`config.mk`:
```
export PLATFORM = sky130hd
export DESIGN_NAME = branch_resolve_arbiter
export DESIGN_NICKNAME = d
export VERILOG_FILES = /design/src/rtl/branch_resolve_arbiter_pkg.sv /design/src/rtl/branch_resolve_arbiter_fifo.sv /design/src/rtl/branch_resolve_arbiter.sv
export SDC_FILE = /design/constraint.sdc
export NUM_CORES = 1
export LEC_CHECK = 0
export ABC_CLOCK_PERIOD_IN_PS = 9270
export BUFFER_PORTS_ARGS = -buffer_cell sky130_fd_sc_hd__buf_2
export CORE_ASPECT_RATIO = 0.6
export CORE_MARGIN = 2
export CORE_UTILIZATION = 30
export CTS_BUF_LIST = sky130_fd_sc_hd__clkbuf_16
export DETAILED_ROUTE_END_ITERATION = 10
export GPL_TIMING_DRIVEN = 0
export SYNTH_ARGS = -nofsm -noshare
export SYNTH_HDL_FRONTEND = slang
export SYNTH_HIERARCHICAL = 1
export SYNTH_SLANG_ARGS = --single-unit
```
`constraint.sdc`:
```
create_clock -name clk -period 9.27 [get_ports clk]
set_input_delay 0.4635 -clock clk [delete_from_list [all_inputs] [get_ports clk]]
set_output_delay 0.4635 -clock clk [all_outputs]
set_load 0.03 [all_outputs]
```
`src/rtl/branch_resolve_arbiter_pkg.sv`:
```
// Shared types for the branch resolve arbiter: the branch_update record passed
// between the branch ALUs, the arbiter and the predictor, and the arbiter FSM states.
package pipeline_types;

  typedef struct packed {
    logic [31:0] pc_dispatch;
    logic        update_en;
    logic        taken_or_not_actual;
    logic [31:0] branch_actual_addr;
    logic        branch_flush;
  } branch_update;

  typedef enum logic [1:0] {
    IDLE     = 2'd0,
    REDIRECT = 2'd1,
    HOLD     = 2'd2
  } bra_state_t;

  localparam int BRA_FIFO_DEPTH_DEFAULT = 8;
  localparam int BRA_FLUSH_HOLD_DEFAULT = 2;

endpackage

```
`src/rtl/branch_resolve_arbiter_fifo.sv`:
```
// branch_update_fifo: 2-write/1-read queue of predictor updates. Lane 0 is written
// ahead of lane 1; pushes beyond free space (pop-adjusted) are dropped, lane 1 first.
module branch_update_fifo
  import pipeline_types::*;
#(
  parameter int DEPTH = BRA_FIFO_DEPTH_DEFAULT
) (
  input  logic                     clk,
  input  logic                     rst_n,
  input  logic                     push0_i,
  input  branch_update             entry0_i,
  input  logic                     push1_i,
  input  branch_update             entry1_i,
  input  logic                     pop_i,
  output branch_update             head_o,
  output logic [$clog2(DEPTH):0]   count_o
);

  localparam int AW = $clog2(DEPTH);
  localparam int CW = AW + 1;
  localparam int FW = CW + 1;

  branch_update  mem_q [DEPTH];
  logic [AW-1:0] wr_ptr_q, wr_ptr_d, wr_ptr1, rd_ptr_q, rd_ptr_d;
  logic [CW-1:0] count_q, count_d;
  logic [FW-1:0] free;
  logic          pop_ok, acc0, acc1;

  always_comb begin
    pop_ok   = pop_i & (count_q != '0);
    // A same-cycle pop frees a slot, so a full queue can still take one push.
    free     = FW'(DEPTH) - {1'b0, count_q} + FW'(pop_ok);
    acc0     = push0_i & (free != '0);
    acc1     = push1_i & (free > FW'(acc0));
    wr_ptr1  = wr_ptr_q + AW'(acc0);
    wr_ptr_d = wr_ptr_q + AW'(acc0) + AW'(acc1);
    rd_ptr_d = rd_ptr_q + AW'(pop_ok);
    count_d  = count_q + CW'(acc0) + CW'(acc1) - CW'(pop_ok);
  end

  always_ff @(posedge clk or negedge rst_n) begin
    if (!rst_n) begin
      wr_ptr_q <= '0;
      rd_ptr_q <= '0;
      count_q  <= '0;
    end else begin
      wr_ptr_q <= wr_ptr_d;
      rd_ptr_q <= rd_ptr_d;
      count_q  <= count_d;
    end
  end

  always_ff @(posedge clk) begin
    if (acc0) mem_q[wr_ptr_q] <= entry0_i;
    if (acc1) mem_q[wr_ptr1]  <= entry1_i;
  end

  always_ff @(posedge clk) begin
    if (rst_n) begin
      assert (!((push0_i & ~acc0) | (push1_i & ~acc1)))
        else $error("branch_update_fifo: push beyond free space dropped");
    end
  end

  assign head_o  = mem_q[rd_ptr_q];
  assign count_o = count_q;

endmodule

```
`src/rtl/branch_resolve_arbiter.sv`:
```
// Picks the oldest branch mispredict from two ALU lanes, issues a registered redirect,
// masks lanes during front-end refill and queues predictor updates to the BPU.
// Optional statistics counters are enabled with `define BRANCH_RESOLVE_STATS_EN.
module branch_resolve_arbiter
  import pipeline_types::*;
#(
  parameter int FIFO_DEPTH = BRA_FIFO_DEPTH_DEFAULT,
  parameter int FLUSH_HOLD = BRA_FLUSH_HOLD_DEFAULT
) (
  input  logic         clk,
  input  logic         rst_n,
  input  logic         valid0_i,
  input  branch_update update0_i,
  input  logic         valid1_i,
  input  branch_update update1_i,
  output logic         bpu_valid_o,
  output branch_update bpu_update_o,
  input  logic         bpu_ready_i,
  output logic         redirect_valid_o,
  output logic [31:0]  redirect_pc_o,
  output logic         squash_lane1_o,
  output logic         stall_o
`ifdef BRANCH_RESOLVE_STATS_EN
  ,
  output logic [31:0]  stat_branch_o,
  output logic [31:0]  stat_mispred_o
`endif
);

  localparam int CW = $clog2(FIFO_DEPTH) + 1;
  localparam int HW = $clog2(FLUSH_HOLD) + 1;

  bra_state_t    state_q, state_d;
  logic [HW-1:0] hold_q, hold_d;
  logic          redirect_q, redirect_d;
  logic [31:0]   redirect_pc_q, redirect_pc_d;
  logic          idle, live0, live1, kill1, sel1;
  logic [CW-1:0] fifo_count;
  branch_update  fifo_head;

  always_comb begin
    idle  = (state_q == IDLE);
    live0 = valid0_i & idle;
    kill1 = live0 & update0_i.branch_flush;
    // A lane-0 mispredict makes lane 1 wrong-path: it is neither queued nor redirected.
    live1 = valid1_i & idle & ~kill1;
    sel1  = live1 & update1_i.branch_flush;

    redirect_d    = kill1 | sel1;
    redirect_pc_d = kill1 ? update0_i.branch_actual_addr :
                    sel1  ? update1_i.branch_actual_addr : redirect_pc_q;
    state_d       = state_q;
    hold_d        = hold_q;
    unique case (state_q)
      IDLE:     if (redirect_d) state_d = REDIRECT;
      REDIRECT: begin
        state_d = HOLD;
        hold_d  = HW'(FLUSH_HOLD - 1);
      end
      HOLD: begin
        if (hold_q == '0) state_d = IDLE;
        else              hold_d  = hold_q - HW'(1);
      end
      default:  state_d = IDLE;
    endcase
  end

  always_ff @(posedge clk or negedge rst_n) begin
    if (!rst_n) begin
      state_q       <= IDLE;
      hold_q        <= '0;
      redirect_q    <= 1'b0;
      redirect_pc_q <= '0;
    end else begin
      state_q       <= state_d;
      hold_q        <= hold_d;
      redirect_q    <= redirect_d;
      redirect_pc_q <= redirect_pc_d;
    end
  end

  branch_update_fifo #(.DEPTH(FIFO_DEPTH)) u_fifo (
    .clk      (clk),
    .rst_n    (rst_n),
    .push0_i  (live0 & update0_i.update_en),
    .entry0_i (update0_i),
    .push1_i  (live1 & update1_i.update_en),
    .entry1_i (update1_i),
    .pop_i    (bpu_valid_o & bpu_ready_i),
    .head_o   (fifo_head),
    .count_o  (fifo_count)
  );

  assign bpu_valid_o      = (fifo_count != '0);
  assign bpu_update_o     = bpu_valid_o ? fifo_head : '0;
  assign redirect_valid_o = redirect_q;
  assign redirect_pc_o    = redirect_pc_q;
  assign squash_lane1_o   = kill1;
  assign stall_o          = (CW'(FIFO_DEPTH) - fifo_count) < CW'(2);

`ifdef BRANCH_RESOLVE_STATS_EN
  logic [31:0] stat_branch_q, stat_branch_d, stat_mispred_q, stat_mispred_d;

  always_comb begin
    stat_branch_d  = stat_branch_q + 32'(live0) + 32'(live1);
    stat_mispred_d = stat_mispred_q + 32'(redirect_d);
  end

  always_ff @(posedge clk or negedge rst_n) begin
    if (!rst_n) begin
      stat_branch_q  <= '0;
      stat_mispred_q <= '0;
    end else begin
      stat_branch_q  <= stat_branch_d;
      stat_mispred_q <= stat_mispred_d;
    end
  end

  assign stat_branch_o  = stat_branch_q;
  assign stat_mispred_o = stat_mispred_q;
`endif

endmodule

```
# After elaboration in Yosys (flattened, before gate mapping)
# Memory sizes are Yosys's and may differ from the RTL's.
# Cells that the tools add are included.
[totals] in_bits=139 output_inout_bits=103 reg_bits=47 n_memories=1 ramBits=536
[classes] bitwise_logic=13 eq_ne=5 magnitude_cmp=2 muxes=12 addsub=10 reduce_logical=8
[mem_list] name="u_fifo.mem_q" depth=8 width=67 rd=1 rd_clocked_by_memory_dff=0 write_ports=2 line_no="branch_resolve_arbiter_fifo.sv:23" text="branch_update mem_q [DEPTH];"
[op_table] operator="$mux W67" count=1
[op_table] operator="$mux W32" count=2
[op_table] operator="$and A1 B1 Y1" count=11
[op_table] operator="$add A3 B1 Y3" count=3
[op_table] operator="$add A4 B1 Y4" count=2
[op_table] operator="$mux W2" count=3
[op_table] operator="$ne A2 B2 Y1 const B" count=3
[op_table] operator="$pmux W2 S3" count=1
[op_table] operator="$add A5 B1 Y5" count=1
[op_table] operator="$gt A5 B1 Y1" count=1
[op_table] operator="$reduce_bool A5 Y1" count=1
[op_table] operator="$sub A4 B4 Y5 const A" count=1
[op_table] operator="$logic_not A2 Y1" count=2
[op_table] operator="$lt A4 B2 Y1 const B" count=1
[op_table] operator="$mux W1" count=4
[op_table] operator="$pmux W2 S2" count=1
[op_table] operator="$reduce_and A2 Y1" count=2
[op_table] operator="$reduce_bool A2 Y1" count=2
[op_table] operator="$reduce_bool A4 Y1" count=1
[op_table] operator="$sub A4 B1 Y4" count=1
[op_table] operator="$sub A4 B4 Y4 const A" count=1
[op_table] operator="$eq A2 B1 Y1 const B" count=1
[op_table] operator="$eq A2 B2 Y1 const B" count=1
[op_table] operator="$sub A2 B1 Y2 const B" count=1
[op_table] operator="2 further kinds" count=2

# Logic depth before layout (Yosys ltp)
[depth] depth_word=10 depth_mapped=24 depth_no_buf=23

# Modules after synthesis
# The synthesis kept the hierarchy.
[by_module_without_submodules] module="branch_update_fifo" cells_each=1454 area_per_inst_um2=27229.9 n_inst=1 seq_area_each_um2=16345.7
[by_module_without_submodules] module="branch_resolve_arbiter" cells_each=256 area_per_inst_um2=2446.1 n_inst=1 seq_area_each_um2=925.9

# Worst setup path before layout
# Ideal clock, no wire load.
[synth_path] path_type="register -> register" start="register u_fifo.count_q[0] (netlist: u_fifo/count_o[0])" end="memory u_fifo/mem_q[2][0] in the netlist's numbering, enable pin" slack_ns=1.411 t_arrival_ns=7.268 stages_incl_launch_ff=16 path_buffers=1 cell_sequence="dfrtp_1 -> inv_1 -> ha_1 -> nand2b_4 -> nor2_4 -> clkbuf_1 -> and2b_1 -> nand2_1 -> ha_1 -> inv_1 -> ha_1 -> xor2_1 -> a41o_1 -> inv_1 -> nand2_1 -> o31ai_1"
[synth_lines] element="start: declaration" line_no="branch_resolve_arbiter_fifo.sv:25" text="logic [CW-1:0] count_q, count_d;"
[synth_lines] element="start signal: assignment" line_no="branch_resolve_arbiter_fifo.sv:49" text="count_q <= count_d;"
[synth_lines] element="end: declaration" line_no="branch_resolve_arbiter_fifo.sv:23"

==> impl_metrics.csv <==
group,metric,value,unit
routing,ant_nets,0,
floorplanning,dieArea,0.102,mm2
synthesis,synth_fp_nets,1868,
global_route,grt_pass1_vias,18175,
worst_setup_path,crit_top_cell,"ha_1",
placed_design,dp.cells,3302,
worst_setup_path,crit_required,9.64,ns
worst_setup_path,crit_arrival,6.98,ns
pwr,leakage,12.1,nW
sta,rsz0062_at_grt,"no",
placed_design,routabilityCongestion,0.744,
placed_design,dp.final_hpwl,61900,um
pwr,p_total,9.95,mW
clock_tree,postCtsHoldBufs,1,
sta,tightestPinTransition,1.29,ns
synthesis,async_reset_ff_frac,0.0806,
sta,hold_viol,0,
cells_and_area,layout_common_cells,"mux2_2, edfxtp_1, buf_2",
worst_setup_path,crit_type,"reg -> reg",
pwr,power_density,283,mW/mm2
worst_setup_path,crit_chain,"inv_1 -> ha_1 -> nand2b_4 -> nor2_4 -> clkbuf_1 -> and2b_1 -> nand2_1 -> ha_1 -> inv_1 -> ha_1 -> xor2_1 -> a41o_1 -> inv_1 -> ha_1 -> ha_1 -> xnor2_1 -> nand4_1 -> buf_2 -> buf_4 -> o31ai_4 -> buf_8 -> buf_16 -> buf_8",
worst_setup_path,r2r_end,"u_fifo/mem_q[2][24]$_DFFE_PP_",
clock_tree,clk_pin_slew_worst_paths,0.06,ns
routing,avgRoutedWirePerCell,26.8,um
worst_setup_path,cp_slowest_cell,"clkbuf_1",
synthesis,ys_types,40,
routing,dr.first_iter.drc_count,1344,
routing,firstDrtPassIters,5,
worst_hold_path,hold-path-endpoint,"redirect_pc_o[17]$_DFFE_PN0P_",
worst_setup_path,max_stage_delay,0.66,ns
worst_hold_path,holdCritStartpoint,"update0_i[18]",
worst_hold_path,hold_path_depth,3,
sta,fmax,151,MHz
synthesis,yosys.area_share.simple,0.0270,
synthesis,synth_xor_xnor_area_share,0.00236,
flow_run,drv_cap,0,
synthesis,synth.area.top_cells,"edfxtp_1, mux2_2, mux4_2",
cells_and_area,regArea,0.0173,mm2
sta,timing.slew.headroom,0.134,
synthesis,yosysSeqAreaShare,0.582,
cells_and_area,final_layout_size_suffix_gt1_frac,0.580,
clock_tree,clk_latency,0.67,ns
worst_setup_path,worst_setup_path_end_kind,"flip-flop",
sta,period_share,0.714,
worst_hold_path,hold_path.class,"in -> reg",
clock_tree,post_cts_buffers,0,
worst_setup_path,worst-r2r-setup-slack,2.65,ns
global_route,grt_max_degree,29,
synthesis,yosys_warnings,6,
floorplanning,ioPinCount,242,
cells_and_area,final_common_cell,"mux2_2",
sta,fin_worst_skew,0.0296,ns
floorplanning,die_w,410,um
clock_tree,h-tree-depth,2,
clock_tree,cts_resized,0,
outcome,outcome,"finished clean",
clock_tree,cts-root-buf,"clkbuf_16",
global_route,antenna_found_initial,24,
sta,fin_crit,6.62,ns
cells_and_area,syn2layout_area_growth,18.6,%
global_route,track_usage,0.178,
synthesis,avgSynthCellArea,17.4,um2
clock_tree,cts_buffer_depth,3,
floorplanning,num_rows,89,
sta,setup_viol,0,
cells_and_area,nets,2205,
cells_and_area,nFillCells,9219,
synthesis,syn-cell-area,0.0297,mm2
routing,vias,17318,
worst_setup_path,reg2reg_depth,23,
synthesis,yosysTopAreaCell,"edfxtp_1",
synthesis,yosysTopAreaCellShare,0.542,
synthesis,ys_seq_elements,583,
synthesis,synth_top_family_by_area,"multiplexers",
synthesis,netlist_instances,1710,
synthesis,synthMuxAreaShare,0.342,
floorplanning,fp.dieH,248,um
worst_setup_path,rr_startpoint,"u_fifo/count_o[0]$_DFF_PN0_",
synthesis,synth-main-ff-cell,"edfxtp_1",
cells_and_area,stdcell_count,3421,
worst_setup_path,critPathMaxFanout,13,
clock_tree,cts-buffers-inserted,61,
global_route,overflow,0,
worst_setup_path,crit_start,"u_fifo/count_o[0]$_DFF_PN0_",
routing,avgViaCountPerCell,5.06,
sta,drv_slew,0,
floorplanning,core-area,0.0982,mm2
floorplanning,start_util,0.302,
synthesis,synth_compound_area_frac,0.0137,
pwr,vdd_drop_max,0.158,mV
cells_and_area,multiInputGateArea,0.0118,mm2
global_route,grt_pass1_wl,130000,um
routing,routed_wl,91500,um
synthesis,synth-adder-area-share,0.00852,
worst_setup_path,cp-start-kind,"flip-flop",
clock_tree,cts_tree,"built",
synthesis,synth_edf_count,536,
routing,drc_errors,0,
clock_tree,cts_num_sinks,583,
placed_design,io_buffer_count,241,
Yosys cell counts (all sizes together), types with 3 or more instances:
library cell	n
mux2i	34
edfxtp	536
nand2b	5
ha	17
nand4	6
dfrtp	47
nor3	4
a21oi	33
nand2	10
xnor2	4
clkbuf	30
inv	17
buf	86
mux4	134
nor2	43
mux2	604
and2b	9
o21ai	7
nor2b	63
xor2	4
nand3	3
final cells by class:
type / count / share of cell area
Sequential cell: 583 / 0.491
Inverter: 17 / 0.00181
Buffer: 116 / 0.0185
Clock buffer: 61 / 0.0434
Clock inverter: 52 / 0.0104
Antenna cell: 5 / 0.000356
Timing Repair Buffer: 274 / 0.0530
Multi-Input combinational cell: 994 / 0.335
Tap cell: 1319 / 0.0469
registers in the layout, indices dropped and copies added, names as in the netlist:
register / flops
hold_q: 2
redirect_pc_o: 32
redirect_valid_o: 1
state_q: 2
u_fifo/count_o: 4
u_fifo/mem_q: 536
u_fifo/rd_ptr_q: 3
u_fifo/wr_ptr_q: 3
per-stage QoR:
| stage | utilization | hold WS (ns) | TNS (ns) | instance area (um2) | worst slack, ns |
|---|---|---|---|---|---|
| finish | 0.358 | 0.126 | 0 | 35200 | 2.65 |
| global route | 0.358 | 0.121 | 0 | 35200 | 2.35 |
| CTS | 0.358 | 0.0713 | 0 | 35200 | 2.66 |
| detailed placement | 0.339 | 0.488 | 0 | 33300 | 2.71 |
| global placement | 0.331 | 0.482 | -2577.30 | 32500 | -6.07 |
| floorplan | - | 0.168 | 0 | 29700 | 1.41 |
report_power, final:
group | switching, mW | internal, mW
Combinational | 2.53 | 1.67
Sequential | 0.114 | 3.28
Clock | 1.08 | 1.28
worst max-delay path, delay by kind of cell, from the launching register on:
kind | cells | cell delay, ns
compound gates | 2 | 0.46
xor+xnor | 2 | 0.66
fa+ha+maj | 5 | 1.00
buf+inv | 9 | 2.29
flops | 1 | 0.44
simple gates | 5 | 1.46
metal layers:
| layer | wire length, um | GRT usage | part of all wire | up-vias |
|---|---|---|---|---|
| met4 | 2010 | 0.0484 | 0.022 | 32 |
| met1 | 41400 | 0.246 | 0.45 | 9088 |
| met5 | 202 | 0 | 0.0022 | - |
| li1 | - | - | - | 7508 |
| met2 | 41800 | 0.280 | 0.46 | 532 |
| met3 | 6030 | 0.0408 | 0.066 | 158 |
worst max path at each step:
stage	end	slack [ns]	cells after the start
after CTS	u_fifo/mem_q[2][24]$_DFFE_PP_	2.66	23
final	u_fifo/mem_q[2][24]$_DFFE_PP_	2.65	23
after detailed placement	u_fifo/mem_q[2][26]$_DFFE_PP_	2.71	23
after floorplan	u_fifo/mem_q[2][0]$_DFFE_PP_	1.41	15
after global routing	u_fifo/mem_q[2][24]$_DFFE_PP_	2.35	23
after global placement	u_fifo/mem_q[5][43]$_DFFE_PP_	-6.07	16
cells by family (layout without fill, tap and decap cells):
kind of cell	count (synthesis)	count (layout)
mux	772	772
flops	583	583
simple gates	145	145
buf+inv	133	520
compound gates	50	50
fa+ha+maj	19	19
xor+xnor	8	8
other cells	0	5
No activity file was read; power rests on OpenSTA's default activity.
